$ cat config.mk
export PLATFORM = sky130hd
export DESIGN_NAME = map_query_arbiter
export DESIGN_NICKNAME = d
export VERILOG_FILES = /design/src/rtl/map_query_arbiter.sv
export SDC_FILE = /design/constraint.sdc
export NUM_CORES = 1
export LEC_CHECK = 0
export ABC_CLOCK_PERIOD_IN_PS = 3700
export CAP_MARGIN = 20
export CORE_MARGIN = 2
export CORE_UTILIZATION = 45
export DETAILED_ROUTE_END_ITERATION = 10
export PLACE_DENSITY_LB_ADDON = 0.1
export SLEW_MARGIN = 20
export SYNTH_ARGS = -nofsm -noshare
export SYNTH_HDL_FRONTEND = slang
export SYNTH_SLANG_ARGS = --single-unit
$ cat constraint.sdc
create_clock -name i_clk -period 3.7 [get_ports i_clk]
set_input_delay 0.555 -clock i_clk [delete_from_list [all_inputs] [get_ports i_clk]]
set_output_delay 0.555 -clock i_clk [all_outputs]
set_load 0.05 [all_outputs]
$ cat src/rtl/map_query_arbiter.sv
// -----------------------------------------------------------------------------
// map_query_arbiter
//
// Purpose
//   Lets NREQ requesters (index 0 = player, then the ants) share one
//   registered map-cell lookup port. The winning requester's pixel coordinates
//   are turned into a tile column and row (TILE_PX pixels per tile) and checked
//   against the grid. One lookup is issued and the cell bit is returned to the
//   winner. Each query runs IDLE -> ISSUE -> WAIT -> RESP, so the port handles
//   at most one query every 4 cycles.
//
// Ports
//   i_clk          system clock
//   i_reset        synchronous, active-low reset
//   i_req          per-requester request (level, held until ack)
//   i_req_x/y      packed pixel coords; requester i at [i*COORD_W +: COORD_W]
//   o_ack          one-hot, 1-cycle response strobe (during RESP)
//   o_resp_cell    map bit of the acked query (0 when out of bounds)
//   o_resp_oob     acked query was outside the grid
//   o_busy         high in every state except IDLE
//   o_lk_valid     lookup strobe to the map ROM (during ISSUE, in-bounds only)
//   o_lk_col/row   latched tile column/row of the current or last grant
//   i_lk_cell      ROM data, valid the cycle after o_lk_valid
//
// Configuration
//   MAPQ_FIXED_PRIORITY_EN : when defined, the lowest requesting index wins
//   every decision and no round-robin pointer is built. When undefined, a
//   round-robin pointer rotates the search start past the last winner.
// -----------------------------------------------------------------------------
module map_query_arbiter #(
  parameter int NREQ    = 3,
  parameter int COORD_W = 11,
  parameter int TILE_PX = 60,
  parameter int COLS    = 14,
  parameter int ROWS    = 8
) (
  input  logic                      i_clk,
  input  logic                      i_reset,
  input  logic [NREQ-1:0]           i_req,
  input  logic [NREQ*COORD_W-1:0]   i_req_x,
  input  logic [NREQ*COORD_W-1:0]   i_req_y,
  output logic [NREQ-1:0]           o_ack,
  output logic                      o_resp_cell,
  output logic                      o_resp_oob,
  output logic                      o_busy,
  output logic                      o_lk_valid,
  output logic [$clog2(COLS)-1:0]   o_lk_col,
  output logic [$clog2(ROWS)-1:0]   o_lk_row,
  input  logic                      i_lk_cell
);

  localparam int COL_W = $clog2(COLS);
  localparam int ROW_W = $clog2(ROWS);
  localparam int IDX_W = (NREQ > 1) ? $clog2(NREQ) : 1;

  localparam logic [COORD_W-1:0] X_LIM = COORD_W'(COLS * TILE_PX);
  localparam logic [COORD_W-1:0] Y_LIM = COORD_W'(ROWS * TILE_PX);
  localparam logic [COORD_W-1:0] TILE  = COORD_W'(TILE_PX);

  typedef enum logic [1:0] {
    S_IDLE  = 2'd0,
    S_ISSUE = 2'd1,
    S_WAIT  = 2'd2,
    S_RESP  = 2'd3
  } state_t;

  state_t              r_state;
  logic [IDX_W-1:0]    r_gidx;
  logic                r_oob;
  logic [NREQ-1:0]     r_ack;
  logic                r_resp_cell;
  logic                r_resp_oob;
  logic                r_busy;
  logic                r_lk_valid;
  logic [COL_W-1:0]    r_lk_col;
  logic [ROW_W-1:0]    r_lk_row;

  logic                w_any;
  logic [IDX_W-1:0]    w_gidx;
  logic [COORD_W-1:0]  w_gx;
  logic [COORD_W-1:0]  w_gy;
  logic                w_oob;
  logic [COL_W-1:0]    w_col;
  logic [ROW_W-1:0]    w_row;

  // ---------------------------------------------------------------------------
  // Winner selection
  // ---------------------------------------------------------------------------
`ifdef MAPQ_FIXED_PRIORITY_EN
  // Scan high to low so the lowest requesting index is the last one written.
  always_comb begin
    w_any  = 1'b0;
    w_gidx = '0;
    for (int i = NREQ - 1; i >= 0; i--) begin
      if (i_req[i]) begin
        w_any  = 1'b1;
        w_gidx = IDX_W'(i);
      end
    end
  end
`else
  logic [IDX_W-1:0] r_ptr;
  logic [IDX_W:0]   w_cand;

  // Visit offsets from the farthest to the nearest so the requester closest to
  // the pointer (wrapping NREQ-1 -> 0) is the last one written and wins.
  always_comb begin
    w_any  = 1'b0;
    w_gidx = '0;
    w_cand = '0;
    for (int k = NREQ - 1; k >= 0; k--) begin
      w_cand = {1'b0, r_ptr} + (IDX_W+1)'(k);
      if (w_cand >= (IDX_W+1)'(NREQ))
        w_cand = w_cand - (IDX_W+1)'(NREQ);
      if (i_req[w_cand[IDX_W-1:0]]) begin
        w_any  = 1'b1;
        w_gidx = w_cand[IDX_W-1:0];
      end
    end
  end

  // The pointer moves past the winner only when a grant is actually taken.
  always_ff @(posedge i_clk) begin
    if (!i_reset) begin
      r_ptr <= '0;
    end else if (r_state == S_IDLE && w_any) begin
      r_ptr <= (w_gidx == IDX_W'(NREQ - 1)) ? '0 : w_gidx + 1'b1;
    end
  end
`endif

  // ---------------------------------------------------------------------------
  // Winner coordinates -> tile position and bounds check
  // ---------------------------------------------------------------------------
  always_comb begin
    w_gx = '0;
    w_gy = '0;
    for (int i = 0; i < NREQ; i++) begin
      if (w_gidx == IDX_W'(i)) begin
        w_gx = i_req_x[i*COORD_W +: COORD_W];
        w_gy = i_req_y[i*COORD_W +: COORD_W];
      end
    end
  end

  // Out-of-grid coordinates still produce a truncated col/row; the ROM is
  // protected by suppressing lk_valid instead.
  assign w_col = COL_W'(w_gx / TILE);
  assign w_row = ROW_W'(w_gy / TILE);
  assign w_oob = (w_gx >= X_LIM) || (w_gy >= Y_LIM);

  // ---------------------------------------------------------------------------
  // Query FSM. Every output is a register: lk_valid is set on the grant edge
  // so it appears during ISSUE, and ack/resp are set on the WAIT edge, where
  // the ROM data answering the ISSUE strobe is present.
  // ---------------------------------------------------------------------------
  always_ff @(posedge i_clk) begin
    if (!i_reset) begin
      r_state     <= S_IDLE;
      r_gidx      <= '0;
      r_oob       <= 1'b0;
      r_ack       <= '0;
      r_resp_cell <= 1'b0;
      r_resp_oob  <= 1'b0;
      r_busy      <= 1'b0;
      r_lk_valid  <= 1'b0;
      r_lk_col    <= '0;
      r_lk_row    <= '0;
    end else begin
      r_ack      <= '0;
      r_lk_valid <= 1'b0;
      case (r_state)
        S_IDLE: begin
          if (w_any) begin
            r_state    <= S_ISSUE;
            r_gidx     <= w_gidx;
            r_oob      <= w_oob;
            r_lk_col   <= w_col;
            r_lk_row   <= w_row;
            r_lk_valid <= !w_oob;
            r_busy     <= 1'b1;
          end
        end
        S_ISSUE: r_state <= S_WAIT;
        S_WAIT: begin
          r_state     <= S_RESP;
          r_resp_cell <= r_oob ? 1'b0 : i_lk_cell;
          r_resp_oob  <= r_oob;
          r_ack       <= NREQ'(1) << r_gidx;
        end
        S_RESP: begin
          r_state <= S_IDLE;
          r_busy  <= 1'b0;
        end
        default: r_state <= S_IDLE;
      endcase
    end
  end

  assign o_ack       = r_ack;
  assign o_resp_cell = r_resp_cell;
  assign o_resp_oob  = r_resp_oob;
  assign o_busy      = r_busy;
  assign o_lk_valid  = r_lk_valid;
  assign o_lk_col    = r_lk_col;
  assign o_lk_row    = r_lk_row;

endmodule

# Word level (Yosys, flattened, before mapping)

Index checks and enable logic that the tools add are counted.

Input bits: 72
Register bits after elaboration: 21
Output and inout bits: 14
Logic and storage cells: 71

Order comparisons: 8
Multiplexer cells: 27
Reductions and logical operators: 10
Equal/unequal tests: 6
Shifts and indexed selects: 1
Div/mod/pow operators: 2
Add/subtract/negate cells: 6

Operators by type and width:

| operator                                               | count |
|---|---|
| 2-to-1 mux 11 bit                                      | 6 |
| divider 11 x 6 -> 11 bit (second input constant)       | 2 |
| 2-to-1 mux 2 bit                                       | 8 |
| >= comparator 11 x 10 -> 1 bit (second input constant) | 1 |
| >= comparator 11 x 9 -> 1 bit (second input constant)  | 1 |
| < comparator 2 x 3 -> 1 bit (second input constant)    | 3 |
| 2-to-1 mux 1 bit                                       | 8 |
| case mux 2 bit (4 select lines)                        | 1 |
| binary-select mux 1 bit (select 2 bit)                 | 3 |
| equality test 2 bit (second input constant)            | 3 |
| >= comparator 3 x 2 -> 1 bit (second input constant)   | 2 |
| AND reduction 2 bit                                    | 3 |
| subtractor 2 bit (second input constant)               | 3 |
| equality test 2 x 1 -> 1 bit (second input constant)   | 2 |
| logical NOT 2 bit                                      | 2 |
| adder 2 x 1 -> 3 bit (second input constant)           | 1 |
| adder 2 x 2 -> 3 bit (second input constant)           | 1 |
| AND reduction 3 bit                                    | 1 |
| << shifter 1 x 2 -> 3 bit (first input constant)       | 1 |
| adder 2 x 1 -> 2 bit (second input constant)           | 1 |
| >= comparator 2 bit (second input constant)            | 1 |
| != test 2 bit (second input constant)                  | 1 |
| case mux 1 bit (2 select lines)                        | 1 |
| nonzero test 2 bit                                     | 1 |
| 3 further kinds                                        | 3 |

# Depth between registers and ports, before layout

Gate-level depths: netlist of the first run.

Word-level depth: 15
Depth in mapped cells: 16
Depth with buffers taken out: 13

# Least setup slack after synthesis of the first run

Ideal clock, no wire load.

Kind: register to register
From: register r_ptr[0]
To: register r_lk_col[1], in the netlist o_lk_col[1]
Slack: 0.416 ns
Library setup time: 0.131 ns
Stages on the path, launching flop included: 16
Data required time: 3.569 ns
Data arrival time: 3.153 ns
Period minus slack after synthesis: 3.284 ns
Buffers on the path: 2
Path through: dfxtp_1 -> inv_1 -> ha_1 -> buf_6 -> nor2b_1 -> o221ai_2 -> nand2_4 -> buf_6 -> o311a_1 -> nor3_2 -> a21oi_1 -> o31a_2 -> xnor2_1 -> and3_1 -> a311oi_1 -> a21oi_1

Word-level cells in the longest chain between the ends: 13
Elaborated cells between the ends (all ways): 31
Classes of those cells: add/sub: 5; div: 1; order compare: 3; eq/ne: 2; mux: 18; reduce/logical: 2

RTL lines:

| what                                                                    | RTL line | source |
|---|---|---|
| start: declaration                                                      | 102      | `logic [IDX_W-1:0] r_ptr;` |
| start signal: assignment                                                | 127      | `r_ptr <= (w_gidx == IDX_W'(NREQ - 1)) ? '0 : w_gidx + 1'b1;` |
| adder 2 x 2 -> 3 bit                                                    | 112      | `w_cand = {1'b0, r_ptr} + (IDX_W+1)'(k);` |
| >= comparator 3 x 2 -> 1 bit / subtractor 2 bit (equally long branches) | 113, 114 |  |
| 2-to-1 mux 2 bit                                                        | 113      | `if (w_cand >= (IDX_W+1)'(NREQ))` |
| binary-select mux 1 bit (select 2 bit)                                  | 115      | `if (i_req[w_cand[IDX_W-1:0]]) begin` |
| 2-to-1 mux 1 bit (implied by the code)                                  | 115      |  |
| 2-to-1 mux 2 bit (3 in a row)                                           | 115      |  |
| logical NOT 2 bit                                                       | 139      | `if (w_gidx == IDX_W'(i)) begin` |
| 2-to-1 mux 11 bit (3 in a row)                                          | 139      |  |
| divider 11 x 6 -> 11 bit                                                | 148      | `assign w_col = COL_W'(w_gx / TILE);` |
| end signal: assignment                                                  | 178      | `r_lk_col <= w_col;` |
| end: declaration                                                        | 75       | `logic [COL_W-1:0] r_lk_col;` |

Parallel ways exist; a longest one is shown, timed or not. The select of a mux whose other input is x is not followed.
A chain may end at the register's enable or synchronous reset.

# Worst setup path in the final report of the first run

From: register r_ptr[0]
To: register r_lk_row[0], in the netlist o_lk_row[0]

Word-level cells in the longest chain between the ends: 13
Elaborated cells between the ends (all ways): 31
Classes of those cells: add/sub: 5; div: 1; order compare: 3; eq/ne: 2; mux: 18; reduce/logical: 2

RTL lines:

| what                                                                    | RTL line | source |
|---|---|---|
| adder 2 x 2 -> 3 bit                                                    | 112      |  |
| >= comparator 3 x 2 -> 1 bit / subtractor 2 bit (equally long branches) | 113, 114 |  |
| 2-to-1 mux 2 bit                                                        | 113      |  |
| binary-select mux 1 bit (select 2 bit)                                  | 115      |  |
| 2-to-1 mux 1 bit (implied by the code)                                  | 115      |  |
| 2-to-1 mux 2 bit (3 in a row)                                           | 115      |  |
| logical NOT 2 bit                                                       | 139      |  |
| 2-to-1 mux 11 bit (3 in a row)                                          | 139      |  |
| divider 11 x 6 -> 11 bit                                                | 149      | `assign w_row = ROW_W'(w_gy / TILE);` |
| end signal: assignment                                                  | 179      | `r_lk_row <= w_row;` |
| end: declaration                                                        | 76       | `logic [ROW_W-1:0] r_lk_row;` |

Parallel ways exist; a longest one is shown, timed or not. The select of a mux whose other input is x is not followed.

==> results of run 1 <==
[area by class of cell]
| cell class | instances | area, µm² | area share (%) |
|---|---|---|---|
| multi-input combinational | 264 | 1920 | 50.1 |
| clock buffer | 3 | 41.3 | 1.07 |
| clock inverter | 1 | 5.00 | 0.130 |
| inverter | 18 | 67.6 | 1.76 |
| sequential | 21 | 420 | 10.9 |
| timing repair buffer | 140 | 1300 | 33.7 |
| tap | 70 | 87.6 | 2.28 |
[power breakdown]
group | switching [µW] | internal (µW) | leakage, µW | total [µW]
Combinational | 1770 | 1560 | 0.00134 | 3330
Clock | 72.1 | 74.9 | 0.0000255 | 147
Sequential | 42.0 | 303 | 0.000173 | 345
Total | 1890 | 1940 | 0.00154 | 3820
[repair_timing]
item | in CTS | in global routing
endpoints found under the setup margin | 0 | 4
setup buffers | 0 | 2
resized for setup | 0 | 13
[logic make-up (layout without fill, tap and decap cells)]
family	Yosys count	in the layout	share of synthesized area, %
compound gates	120	120	40.5
xor+xnor	4	4	1.44
fa+ha+maj	10	10	4.84
buf+inv	33	162	7.21
simple gates	124	125	26.5
flops	21	21	17.3
mux	5	5	2.16
[state kept, by name (all words and copies together), names as in the netlist]
signal,count
r_ptr,2
o_resp_cell,1
o_lk_row,3
o_busy,1
o_resp_oob,1
r_oob,1
o_lk_col,4
o_ack,3
o_lk_valid,1
r_state,2
r_gidx,2
[cells in the final DEF (no fill, tap or decap), types with 3 or more instances in the layout]
master	instances
nor2_1	17
a31oi_1	6
and3_1	3
nand2_2	3
mux2i_1	3
clkbuf_8	3
o311a_4	3
clkdlybuf4s50_1	73
nor2b_1	8
buf_4	62
o21ai_1	9
a21boi_0	4
a22o_1	4
o311a_1	3
nor3_1	12
a22oi_1	3
nand4_1	3
xnor2_1	3
or2_2	3
inv_1	17
buf_12	5
a21oi_1	16
o311ai_2	3
dfxtp_1	21
o221ai_1	3
o21ai_0	11
o211ai_1	7
nand2b_1	3
nand3_1	18
nand2_1	34
o21ai_2	6
nor2_2	3
ha_1	5
o211a_1	4
nor3b_1	3
[per-layer routing]
layer	GRT usage [%]	up-vias
met1	29.7	1383
met2	49.0	101
met3	3.14	14
li1	-	1478
met4	3.93	0
met5	0	-
[worst min-delay path by stage]
stage | startpoint | slack, ns | end
after floorplan | r_gidx[0] | 0.43 | o_ack[2]
after global placement | r_gidx[1] | 0.45 | o_ack[0]
after detailed placement | r_gidx[0] | 0.46 | o_ack[2]
after CTS | r_gidx[1] | 0.47 | o_ack[0]
after global routing | r_gidx[1] | 0.49 | o_ack[0]
final | r_gidx[0] | 0.47 | o_ack[2]
[worst max-delay path, cell delays in order (launching register included)]
cell,delay (ns)
dfxtp_1,0.34
inv_1,0.06
ha_2,0.35
nor4b_2,0.19
o21a_2,0.25
buf_12,0.14
buf_4,0.14
o21ai_2,0.18
o311ai_2,0.15
buf_4,0.18
maj3_2,0.32
o211ai_1,0.18
a21boi_2,0.28
nor2_1,0.06
a222oi_1,0.39
o221ai_1,0.16
nand3_1,0.13
[per-stage QoR]
step                      setup slack [ns]  hold WS, ns
after global placement             -0.0428        0.454
after detailed placement            -0.101        0.463
final                                0.146        0.466
after global routing               -0.0366        0.489
after floorplan                      0.416        0.434
after CTS                           0.0618        0.466
==> key figures, run 1 <==
Power
  – Peak VDD IR: 0.000573 V
  – P_leak: 0.00154 µW
  – Power per cell area: 995 nW/µm²
  – Pwr Total: 3820 µW

STA
  – Max Slew Vio Count: 0
  – Final worst path period need: 3.55 ns
  – Clk_skew: 0.00673 ns
  – Fin crit share: 96.1%
  – Tightest Pin Transition: 0.675 ns
  – Hold Vio Cnt, Final: 0
  – Post-Route Setup TNS: 0 ns
  – Max_slew headroom: 54.9%
  – Final setup vio count: 0
  – Max Freq: 281 MHz

Yosys
  – Area leader, netlist: dfxtp_1
  – Synth unique cells: 81
  – Post-synth EDFFs: 0
  – Synth warn: 0
  – Synthesized flop and latch total: 21
  – Ranking of synthesized cells by area: dfxtp_1 (17%), nand2_1 (5.4%), nand3_1 (3.7%)
  – Mean post-synth cell area: 7.67 µm²
  – Synth Instances: 317
  – Synth top area share: 17.3%
  – Top FF cell, synth: dfxtp_1
  – Synthesized cell area: 2430 µm²
  – Synth cell count leaders: nand2_1 (35), dfxtp_1 (21), nand3_1 (18), inv_1 (17), nor2_1 (17)
  – Top-count cell post-synth: nand2_1
  – Ys async rst share: 0%
  – Syn_nets: 395
  – Sequential share of the synthesized area: 17.3%

CTS
  – Clk sinks: 21
  – Clk pin slew, worst setup/hold paths: 0.08 ns
  – H-tree lvl count: 1
  – Clock tree from TritonCTS: yes
  – Clk buf depth: 2
  – Hold Buf Count CTS: 0
  – CTS root buf: clkbuf_8
  – Worst skew pair latency: 0.26 ns
  – Num CTS Buffers: 3

Place
  – Placed cell areas: 3690 µm²
  – DP Cell Count: 510
  – Final GP Congestion: 0.908
  – DP HPWL: 6290 µm
  – I/O Buffers: 73

Die
  – # rows: 26
  – Starting Density: 47.0%
  – Die Wd: 77.5 µm
  – Chip Height: 77.5 µm
  – Die ar.: 6000 µm²
  – Area of the core: 5170 µm²
  – I/O pins: 86

Drt
  – Mean number of vias per cell: 5.76
  – Routed metal-1 wirelength: 3330 µm
  – Antenna Violating Nets Remaining: 0
  – DRT Pass-1 Iters: 4
  – WL/cell: 15.1 µm
  – DR WL met2: 3990 µm
  – Detailed Route Iter0 Violations: 150
  – Top sig layer: met4
  – Routed WL: 7810 µm
  – Via Count: 2,976
  – Wire length on met3: 378 µm
  – DRC Markers: 0

Finish
  – Area grow syn2layout: 58.1%
  – Final instance area: 3840 µm²
  – Fillers: 415
  – Ant diodes: 0
  – Utilization after layout: 74.3%
  – Post-Layout Cell Count: 517
  – Final nets: 526
  – Share of layout cells above drive strength 1: 26.8%

Worst setup path
  – Worst Path Required: 3.89 ns
  – FF-to-FF Start: r_ptr[0]
  – Crit-path max FO: 8
  – Critical path launch point type: flop
  – WS Path Type: flop to flop
  – Critical path data arrival time: 3.75 ns
  – Crit path to: o_lk_row[0]
  – Worst reg2reg path endpoint: o_lk_row[0]
  – Worst Setup End Kind: flop
  – Critical Path Start: r_ptr[0]
  – Worst reg-to-reg setup slack: 0.15 ns
  – FF-to-FF path depth: 16

Run status
  – Status: complete, no violations

Global routing
  – Pin count of the biggest net entering global routing: 24
  – Vias in the first global route: 2,873
  – First-pass GRT wire length: 12,700 µm
  – GRT Overall Usage: 25.2%
  – Initial antenna violation count: 0
  – Remaining Overflow, GRT: 0

Run
  – Max-Cap Viols: 0

Min path
  – Worst Hold Depth: 1
  – HP Class: flop to flop
(Power assumes the default switching activity.)
==> run 2, diff against run 1 <==
TNS_END_PERCENT = 30   (was not set)
==> results of run 2 <==
The final DEF is identical to that of run 1; final timing and power are the same.
==> patch (flow settings as in run 2) <==
Reset style: asynchronous (`i_reset`), changed in 2 clocked blocks. Comments in the files are not updated.
--- a/src/rtl/map_query_arbiter.sv
+++ b/src/rtl/map_query_arbiter.sv
@@ -120,7 +120,7 @@
   end
 
   // The pointer moves past the winner only when a grant is actually taken.
-  always_ff @(posedge i_clk) begin
+  always_ff @(posedge i_clk or negedge i_reset) begin
     if (!i_reset) begin
       r_ptr <= '0;
     end else if (r_state == S_IDLE && w_any) begin
@@ -154,7 +154,7 @@
   // so it appears during ISSUE, and ack/resp are set on the WAIT edge, where
   // the ROM data answering the ISSUE strobe is present.
   // ---------------------------------------------------------------------------
-  always_ff @(posedge i_clk) begin
+  always_ff @(posedge i_clk or negedge i_reset) begin
     if (!i_reset) begin
       r_state     <= S_IDLE;
       r_gidx      <= '0;
Check against the original RTL: differs if i_reset is asserted again (counterexample within 4 cycles, from zero or initial values and one cycle with i_reset low); with i_reset held inactive, the same outputs for 10 cycles.
==> patch against run 2 <==
Area after synthesis increased by 4.4%. Hold slack better by 9.1 ps. Sequential cell count is the same. Critical path type unchanged. Design area is 4.0% higher. First-iteration DRC count is 4.7% lower. Count of clock-buffer cells in the layout grew 1. Global-route usage is 0.38 points lower. Synthesized cell count rose by 3.8%. Total power grew 23%. Via count grew 0.10%. Setup slack worse by 35 ps. Wire length rose by 2.7%.
==> patch: results (changes against run 2) <==
- Crit Path Max Fanout: 10 (+2)
- Worst hold-check path type: reg -> reg
- Dpl ws: -268.3 ps (-167.1 ps)
- Non-Filler Instances: 532 (+2.9%)
- Critical path arrival: 3770 ps (+20 ps)
- IO Port Bufs: 73 (unchanged)
- Worst R2R Setup Slack: 110 ps (-30 ps)
- Max FFs per register: 4 (unchanged)
- Fin nets: 539 (+2.5%)
- GRT Util Overall: 24.84% (-0.38 points)
- Worst vdd ir: 0.5278 mV (-7.9%)
- Largest cells by area after synthesis: dfrtp_1, o21ai_0, a21oi_1
- Outcome: complete, no violations
- Yosys Warn Count: 0 (unchanged)
- Vias in the first global route: 2,840 (-1.1%)
- Mean post-synth cell area: 7.713 um2 (+0.62%)
- Critical hold path startpoint: r_gidx[0]$_DFFE_PN0P_
- 1st-iter DRT viols: 143 (-4.7%)
- GP Congestion: 0.8886 (-2.1%)
- Syn Nets: 407 (+3.0%)
- Synth Flop Type: dfrtp_1
- Placed cell area: 3740 um2 (+1.3%)
- GR Layer Usage met1: 30.91% (+1.2 points)
- H-tree lvl count: 1 (unchanged)
- DP HPWL: 6.338 mm (+0.77%)
- Global-route wire length before repair: 12.70 mm (+0.38%)
- Post-synth cell types: 78 (-3.7%)
- Clk root buf: clkbuf_8
- Met2 Resource Use GR: 45.08% (-4.0 points)
- Worst-path clk slew: 70 ps
- Top post-synthesis cells by count: nand2_1, o21ai_0, a21oi_1, dfrtp_1, nor2_1
- Final wirelength: 8.012 mm (+2.7%)
- Reg2reg start: r_ptr[1]$_DFFE_PN0P_
- Highest Clock Rate: 278.6 MHz (-0.97%)
- Layout cells sized above 1: 29.13% (+2.3 points)
- Drt first pass iters: 4 (unchanged)
- Num CTS Buffers: 3 (unchanged)
- Drt via density: 5.600 (-2.7%)
- Share of the yosys chip area belonging to registers: 20.71% (+3.4 points)
- Setup Skew: 1.084 ps (-5.650 ps)
- Async SR Flop Fraction: 100.0% (+100 points)
- Largest net degree at the start of global routing: 22 (-8.3%)
- Latest clock arrival within the worst-skew pair: 250 ps
- Placed Cells: 520 (+2.0%)
- Leakage power total: 1.701 nW (+11%)
- Met3 GRT Util: 2.159% (-0.98 points)
- Slew @ Worst Pin: 881.7 ps (+206.8 ps)
- Hold buffers post-CTS: 0 (unchanged)
## patch: final timing paths
path,to,cells past startpoint
setup / recovery,o_lk_col[1]$_DFFE_PN0P_,13
hold / removal,o_ack[2]$_DFF_PN0_,1
setup reg to reg,o_lk_col[1]$_DFFE_PN0P_,13
hold reg to reg,o_ack[2]$_DFF_PN0_,1
max in group asynchronous,o_lk_col[2]$_DFFE_PN0P_,1
min in group asynchronous,o_ack[1]$_DFF_PN0_,1
## patch: layout make-up
type,count,area [um2]
clock buffer,4,45.04
timing repair buffer,154,1378
multi-input combinational,265,1897
sequential,21,525.5
inverter,16,60.06
fill,433,1478
tap,72,90.09
## patch: critical path: stages, from the launching register on
cell and delay (ps):
dfrtp_1 450, inv_1 120, ha_4 190, mux2_4 320
o22ai_2 210, o21ai_2 130, buf_12 160, a311o_2 400
maj3_2 340, a21o_1 240, or2_1 250, o211ai_2 190
or3b_1 360, a31oi_1 150
## patch: routing by layer
layer | up-vias | wire length [um]
li1 | 1492 | -
met1 | 1383 | 3472
met2 | 90 | 4009
met3 | 14 | 377
met4 | 0 | 152
met5 | - | 0
## patch: cells by family after synthesis
group / share of synthesized area (%)
compound gates: 37.97
simple gates: 22.34
buf+inv: 9.912
flops: 20.71
fa+ha+maj: 4.635
mux: 3.057
xor+xnor: 1.381
## patch: through the flow
stage | hold slack (ps) | setup TNS (ps)
after floorplan | 259.4 | 0
after global placement | 453.0 | -471.9
after detailed placement | 467.5 | -776.2
after CTS | 475.9 | 0
after global routing | 499.6 | -182.2
final | 475.0 | 0
## patch: report_power, final
group	internal, mW	leakage [nW]	switching [mW]	total (mW)
Sequential	0.336	0.257	0.0668	0.402
Combinational	2.03	1.42	2.14	4.17
Clock	0.0765	0.0228	0.0674	0.144
## patch: what timing repair did
item | in CTS | in global routing
resized for setup | 1 | 34
cloned | 0 | 1
setup buffers | 0 | 7
pin swaps | 0 | 9
endpoints found under the setup margin | 1 | 4
